## src/rtl/hilo_muldiv_sequencer.sv

```systemverilog
// rtl/hilo_muldiv_sequencer.sv - MIPS HI/LO multiply/divide sequencer
// Radix-2 shift-add multiply and restoring divide on magnitudes, sign fixup in a final cycle.
module hilo_muldiv_sequencer #(
    parameter int WIDTH = 32
) (
    input  logic             clk,
    input  logic             rst,
    input  logic             issueValid,
    input  logic [5:0]       funct,
    input  logic [WIDTH-1:0] rsData,
    input  logic [WIDTH-1:0] rtData,
    input  logic             flush,
    output logic             stall,
    output logic             busy,
    output logic             done,
    output logic [WIDTH-1:0] readData,
    output logic [WIDTH-1:0] hiOut,
    output logic [WIDTH-1:0] loOut
);

    localparam int CW = $clog2(WIDTH) + 1;

    localparam logic [5:0] F_MFHI  = 6'h10;
    localparam logic [5:0] F_MTHI  = 6'h11;
    localparam logic [5:0] F_MFLO  = 6'h12;
    localparam logic [5:0] F_MTLO  = 6'h13;
    localparam logic [5:0] F_MULT  = 6'h18;
    localparam logic [5:0] F_MULTU = 6'h19;
    localparam logic [5:0] F_DIV   = 6'h1A;
    localparam logic [5:0] F_DIVU  = 6'h1B;

    typedef enum logic [1:0] {
        S_IDLE,
        S_MUL,
        S_DIV,
        S_FIXUP
    } state_t;

    state_t             state;
    logic               is_div;
    logic [CW-1:0]      count;
    logic [2*WIDTH-1:0] acc;
    logic [WIDTH-1:0]   opnd;
    logic               sign_a;
    logic               sign_b;
    logic [WIDTH-1:0]   hi;
    logic [WIDTH-1:0]   lo;
    logic               done_q;

    logic             in_set;
    logic             signed_op;
    logic             accept;
    logic             a_neg;
    logic             b_neg;
    logic [WIDTH-1:0] a_mag;
    logic [WIDTH-1:0] b_mag;

    always_comb begin
        in_set    = 1'b0;
        signed_op = 1'b0;
        case (funct)
            F_MFHI, F_MTHI, F_MFLO, F_MTLO, F_MULTU, F_DIVU: in_set = 1'b1;
            F_MULT, F_DIV: begin
                in_set    = 1'b1;
                signed_op = 1'b1;
            end
            default: in_set = 1'b0;
        endcase
    end

    assign accept = issueValid && in_set && (state == S_IDLE) && !flush;
    assign a_neg  = signed_op && rsData[WIDTH-1];
    assign b_neg  = signed_op && rtData[WIDTH-1];
    assign a_mag  = a_neg ? (~rsData + 1'b1) : rsData;
    assign b_mag  = b_neg ? (~rtData + 1'b1) : rtData;

    // Multiply: acc = {partial sum, remaining multiplier bits}, shifted right each step.
    logic [WIDTH:0]     mul_sum;
    logic [2*WIDTH-1:0] mul_next;

    assign mul_sum  = {1'b0, acc[2*WIDTH-1:WIDTH]} + (acc[0] ? {1'b0, opnd} : {(WIDTH+1){1'b0}});
    assign mul_next = {mul_sum, acc[WIDTH-1:1]};

    // Divide: acc = {remainder, dividend/quotient}; a carry out of the shift always permits subtraction.
    logic [WIDTH:0]     div_shift;
    logic               div_ge;
    logic [WIDTH-1:0]   div_diff;
    logic [2*WIDTH-1:0] div_next;

    assign div_shift = {acc[2*WIDTH-1:WIDTH], acc[WIDTH-1]};
    assign div_ge    = div_shift[WIDTH] || (div_shift[WIDTH-1:0] >= opnd);
    assign div_diff  = div_shift[WIDTH-1:0] - opnd;
    assign div_next  = {(div_ge ? div_diff : div_shift[WIDTH-1:0]), acc[WIDTH-2:0], div_ge};

    logic [2*WIDTH-1:0] prod_fix;
    logic [WIDTH-1:0]   quo_fix;
    logic [WIDTH-1:0]   rem_fix;
    logic [WIDTH-1:0]   fix_hi;
    logic [WIDTH-1:0]   fix_lo;

    assign prod_fix = (sign_a ^ sign_b) ? (~acc + 1'b1) : acc;
    assign quo_fix  = (sign_a ^ sign_b) ? (~acc[WIDTH-1:0] + 1'b1) : acc[WIDTH-1:0];
    assign rem_fix  = sign_a ? (~acc[2*WIDTH-1:WIDTH] + 1'b1) : acc[2*WIDTH-1:WIDTH];
    assign fix_hi   = is_div ? rem_fix : prod_fix[2*WIDTH-1:WIDTH];
    assign fix_lo   = is_div ? quo_fix : prod_fix[WIDTH-1:0];

    always_ff @(posedge clk or negedge rst) begin
        if (!rst) begin
            state  <= S_IDLE;
            is_div <= 1'b0;
            count  <= '0;
            acc    <= '0;
            opnd   <= '0;
            sign_a <= 1'b0;
            sign_b <= 1'b0;
            hi     <= '0;
            lo     <= '0;
            done_q <= 1'b0;
        end else begin
            done_q <= 1'b0;
            case (state)
                S_IDLE: begin
                    if (accept) begin
                        case (funct)
                            F_MTHI: hi <= rsData;
                            F_MTLO: lo <= rsData;
                            F_MULT, F_MULTU: begin
                                state  <= S_MUL;
                                is_div <= 1'b0;
                                count  <= '0;
                                acc    <= {{WIDTH{1'b0}}, b_mag};
                                opnd   <= a_mag;
                                sign_a <= a_neg;
                                sign_b <= b_neg;
                            end
                            F_DIV, F_DIVU: begin
                                state  <= S_DIV;
                                is_div <= 1'b1;
                                count  <= '0;
                                acc    <= {{WIDTH{1'b0}}, a_mag};
                                opnd   <= b_mag;
                                sign_a <= a_neg;
                                sign_b <= b_neg;
                            end
                            default: ;
                        endcase
                    end
                end
                S_MUL, S_DIV: begin
                    if (flush) begin
                        state <= S_IDLE;
                    end else begin
                        acc   <= (state == S_MUL) ? mul_next : div_next;
                        count <= count + 1'b1;
                        if (count == CW'(WIDTH - 1))
                            state <= S_FIXUP;
                    end
                end
                S_FIXUP: begin
                    state <= S_IDLE;
                    if (!flush) begin
                        hi     <= fix_hi;
                        lo     <= fix_lo;
                        done_q <= 1'b1;
                    end
                end
                default: state <= S_IDLE;
            endcase
        end
    end

    assign busy  = (state != S_IDLE);
    assign done  = done_q;
    assign stall = issueValid && in_set && busy;
    assign hiOut = hi;
    assign loOut = lo;

    always_comb begin
        readData = '0;
        if (issueValid && funct == F_MFHI)
            readData = hi;
        else if (issueValid && funct == F_MFLO)
            readData = lo;
    end

endmodule

```

## config.mk

```make
export PLATFORM = sky130hd
export DESIGN_NAME = hilo_muldiv_sequencer
export DESIGN_NICKNAME = d
export VERILOG_FILES = /design/src/rtl/hilo_muldiv_sequencer.sv
export SDC_FILE = /design/constraint.sdc
export NUM_CORES = 1
export LEC_CHECK = 0
export CORE_ASPECT_RATIO = 1.5
export CORE_UTILIZATION = 63
export DETAILED_ROUTE_END_ITERATION = 8
export PLACE_DENSITY = 0.88
export SLEW_MARGIN = 0
export SYNTH_ARGS = -nofsm -noshare
export SYNTH_HDL_FRONTEND = slang
export SYNTH_SLANG_ARGS = --single-unit
```

## constraint.sdc

```tcl
create_clock -name clk -period 6.9 [get_ports clk]
set_input_delay 1.38 -clock clk [delete_from_list [all_inputs] [get_ports clk]]
set_output_delay 1.38 -clock clk [all_outputs]
set_load 0.02 [all_outputs]
```

==> summary.md <==
| Metric | Value |
|---|---|
| Largest net degree at the start of global routing | `96` |
| ANT cells | `0` |
| Final Total Pwr | `just under 8 mW` |
| Flop pwr share | `0.260` |
| Clock power share | `0.131` |
| Worst-Skew Late Latency | `0.47 ns` |
| Status | `finished clean` |
| Io pins | `173` |
| Pwr/cell area | `about 440 mW/mm^2` |
| Fraction of registers with async set/reset | `1.000` |
| Routed length per placed instance | `approximately 25 microns` |
| Leading post-synthesis cells by cell area | `dfrtp_1 28%, ha_1 5.9%, nor2_1 5.9%` |
| Synthesized area per cell | `between 7 and 8 sq um` |
| Routability cong. | `1.025` |
| Highest clock rate | `a little under 200 MHz` |
| Data required time of the worst path | `5.52 ns` |
| Initial antenna violation count | `0` |
| Core ar. | `~0.024 sq mm` |
| Share of layout cells above drive strength 1 | `0.04556` |
| Syn-to-layout area delta | `15.99%` |
| Die Span X | `roughly 130 microns` |
| Hold Fails Final Rpt | `0` |
| Worst setup margin | `1.741 ns` |
| First-pass GRT wire length | `about 90000 microns` |
| DIE AREA | `~0.025 sq mm` |
| Site Rows | `about 70` |
| Hold buffer count at CTS | `0` |
| CTS tree | `done` |
| RSZ-0062 raised after global routing | `false` |
| Post-cts sizing count | `0` |
| FF+latch count, synth | `~170` |
| Final Util | `0.7461` |
| Worst slew pin tran | `around 1.3 ns` |
| Hold Crit Class | `flop to flop` |
| Die H | `between 150 and 200 microns` |
| Kind of critical path | `input port to output pin` |
| Leading cell type in the layout, fill and taps excluded | `nor2_1` |
| Leakage | `between 7 and 8 nW` |
| Maximum vdd drop | `around 0.46 mV` |
| Crit end category | `output pin` |
| Place WS | `between 1.5 and 2 ns` |
| Antenna violation net count after detailed routing | `0` |
| # nets final | `about 2200` |
| Sequential element share of the synthesized area | `0.2808` |
| Critical path launch point type | `input port` |
| CTS root buffer | `clkbuf_16` |
| Sink Count | `172` |
| Synthesized area | `about 0.015 sq mm` |
| Combinational share of power | `0.609` |
| Total GRT Usage | `0.4866` |
| Drt pass-1 iters | `6` |
| Synth warn | `0` |
| TNS Setup | `0 ns` |
| Post-Syn Instances | `between 1500 and 2000` |
| GRT overflow | `0` |
| Drt drc | `0` |
| Final HPWL DP | `between 40000 and 50000 microns` |
| EDFF count, synth | `0` |
| Setup violators final | `0` |
| Internal power | `3.805 mW` |
| Final Slew Violations | `0` |
| Critical path arrival | `about 3.8 ns` |
| Number of global-route vias before repair | `around 16000` |
| Primary FF master, synth | `dfrtp_1` |
| Buffers on Ports | `approximately 170` |
| Setup Buffers After CTS | `0` |
| Switching share of power | `0.5113` |
| Most frequent cells in the layout | `239 x nor2_1, 175 x o21ai_0, 172 x dfrtp_1` |
| CP max FO | `32` |
| CTS clk-pin slew, worst paths | `approximately 0.07 ns` |
| Synthesized Nets | `roughly 2100` |
| Period utilization | `0.7477` |
| Fin Hold WS | `around 0.50 ns` |
| Switch Pwr | `about 4 mW` |
| Clk_skew | `between 0.015 and 0.02 ns` |
| Num CTS Buffers | `17` |
| Max clock buf depth | `2` |
| Minimum clock period | `between 5 and 6 ns` |
| Via Count | `16510` |
| Max cap viols | `0` |
| Initial drt markers | `about 2000` |
| Share of the synthesized area in the top cell type | `0.2808` |
| Routed vias/inst | `~7` |
| Synth unique cells | `79` |
| Number of H-tree levels | `4` |
| DRT Wirelength | `around 59000 microns` |
| Initial Util | `0.6432` |
| Normalized max-slew margin | `0.09756` |
| # fillers | `between 1500 and 2000` |
| Area leader, netlist | `dfrtp_1` |
-- cells in the mapped netlist (18+ instances only) --
| master | instances |
|---|---|
| nand3_1 | 20 |
| nand2b_1 | 19 |
| a211oi_1 | 48 |
| or3_1 | 21 |
| clkbuf_1 | 106 |
| mux2_2 | 18 |
| o21ai_0 | 175 |
| xnor2_1 | 84 |
| a21o_1 | 55 |
| dfrtp_1 | 172 |
| a21oi_1 | 157 |
| nand2_1 | 172 |
| ha_1 | 72 |
| xor2_1 | 84 |
| a22oi_1 | 31 |
| inv_1 | 66 |
| nor3_1 | 45 |
| nor2_1 | 239 |
| o21ai_1 | 25 |
| mux2i_1 | 66 |
| o31ai_1 | 24 |
-- sequential cells by signal, indices dropped and copies added (netlist names) --
name,flops
hiOut,32
state,2
is_div,1
opnd,32
count,6
sign_b,1
loOut,32
sign_a,1
done,1
acc,64
-- metrics by stage --
step	instances	instance area, sq um
after floorplan	1953	15330
after global placement	2350	17190
after detailed placement	2350	17190
after CTS	2382	17780
after global routing	2382	17780
final	2382	17780
-- worst paths after layout --
check	startpoint	end	slack (ns)	cells past startpoint
max in group asynchronous	rst	acc[54]	4.68	2
max reg2reg	acc[31]	acc[60]	2.53	14
min reg2reg	opnd[18]	opnd[18]	0.50	2
max	funct[2]	readData[13]	1.74	6
min	opnd[18]	opnd[18]	0.50	2
min in group asynchronous	rst	hiOut[1]	0.93	1
-- worst max-delay path: stages --
cell and delay, ns:
clkdlybuf4s50_1 0.45, nor2_1 0.12, nand3_1 0.13, or3_1 0.78, nor2_1 0.26, clkdlybuf4s50_1 0.63
-- power by group through the flow --
stage / registers, mW / logic [mW] / clock network (mW)
2_1_floorplan: 1.94 / 3.04 / 0
3_3_place_gp: 1.97 / 4.49 / 0
3_5_place_dp: 1.99 / 4.59 / 0
4_1_cts: 1.97 / 4.62 / 1.01
5_1_grt: 2.05 / 5.13 / 1.04
6_report: 2.02 / 4.74 / 1.02
-- final cells by class --
class,instances,area [sq um],area share
Tap cell,319,399.1,0.02245
Clock buffer,18,429.2,0.02414
Multi-Input combinational cell,1598,10350,0.5824
Inverter,68,255.2,0.01436
Clock inverter,14,160.2,0.009008
Timing Repair Buffer,193,1876,0.1055
Sequential cell,172,4304,0.2421
-- logic make-up (layout without fill, tap and decap cells) --
family / after synthesis / count (layout) / share of synthesized area
compound gates: 659 / 659 / 0.2735
xor+xnor: 168 / 168 / 0.09600
fa+ha+maj: 74 / 74 / 0.06139
buf+inv: 183 / 293 / 0.04588
flops: 172 / 172 / 0.2808
mux: 84 / 84 / 0.05633
simple gates: 613 / 613 / 0.1861
-- per-layer routing --
metal | share of wire | routed length (microns) | GRT usage
met5 | 0 | 0 | 0
met4 | 0.090 | 5338 | 0.3851
met3 | 0.12 | 7034 | 0.1385
met2 | 0.45 | 26520 | 0.7680
met1 | 0.34 | 20350 | 0.5513
No activity file was read; power rests on OpenSTA's default activity.
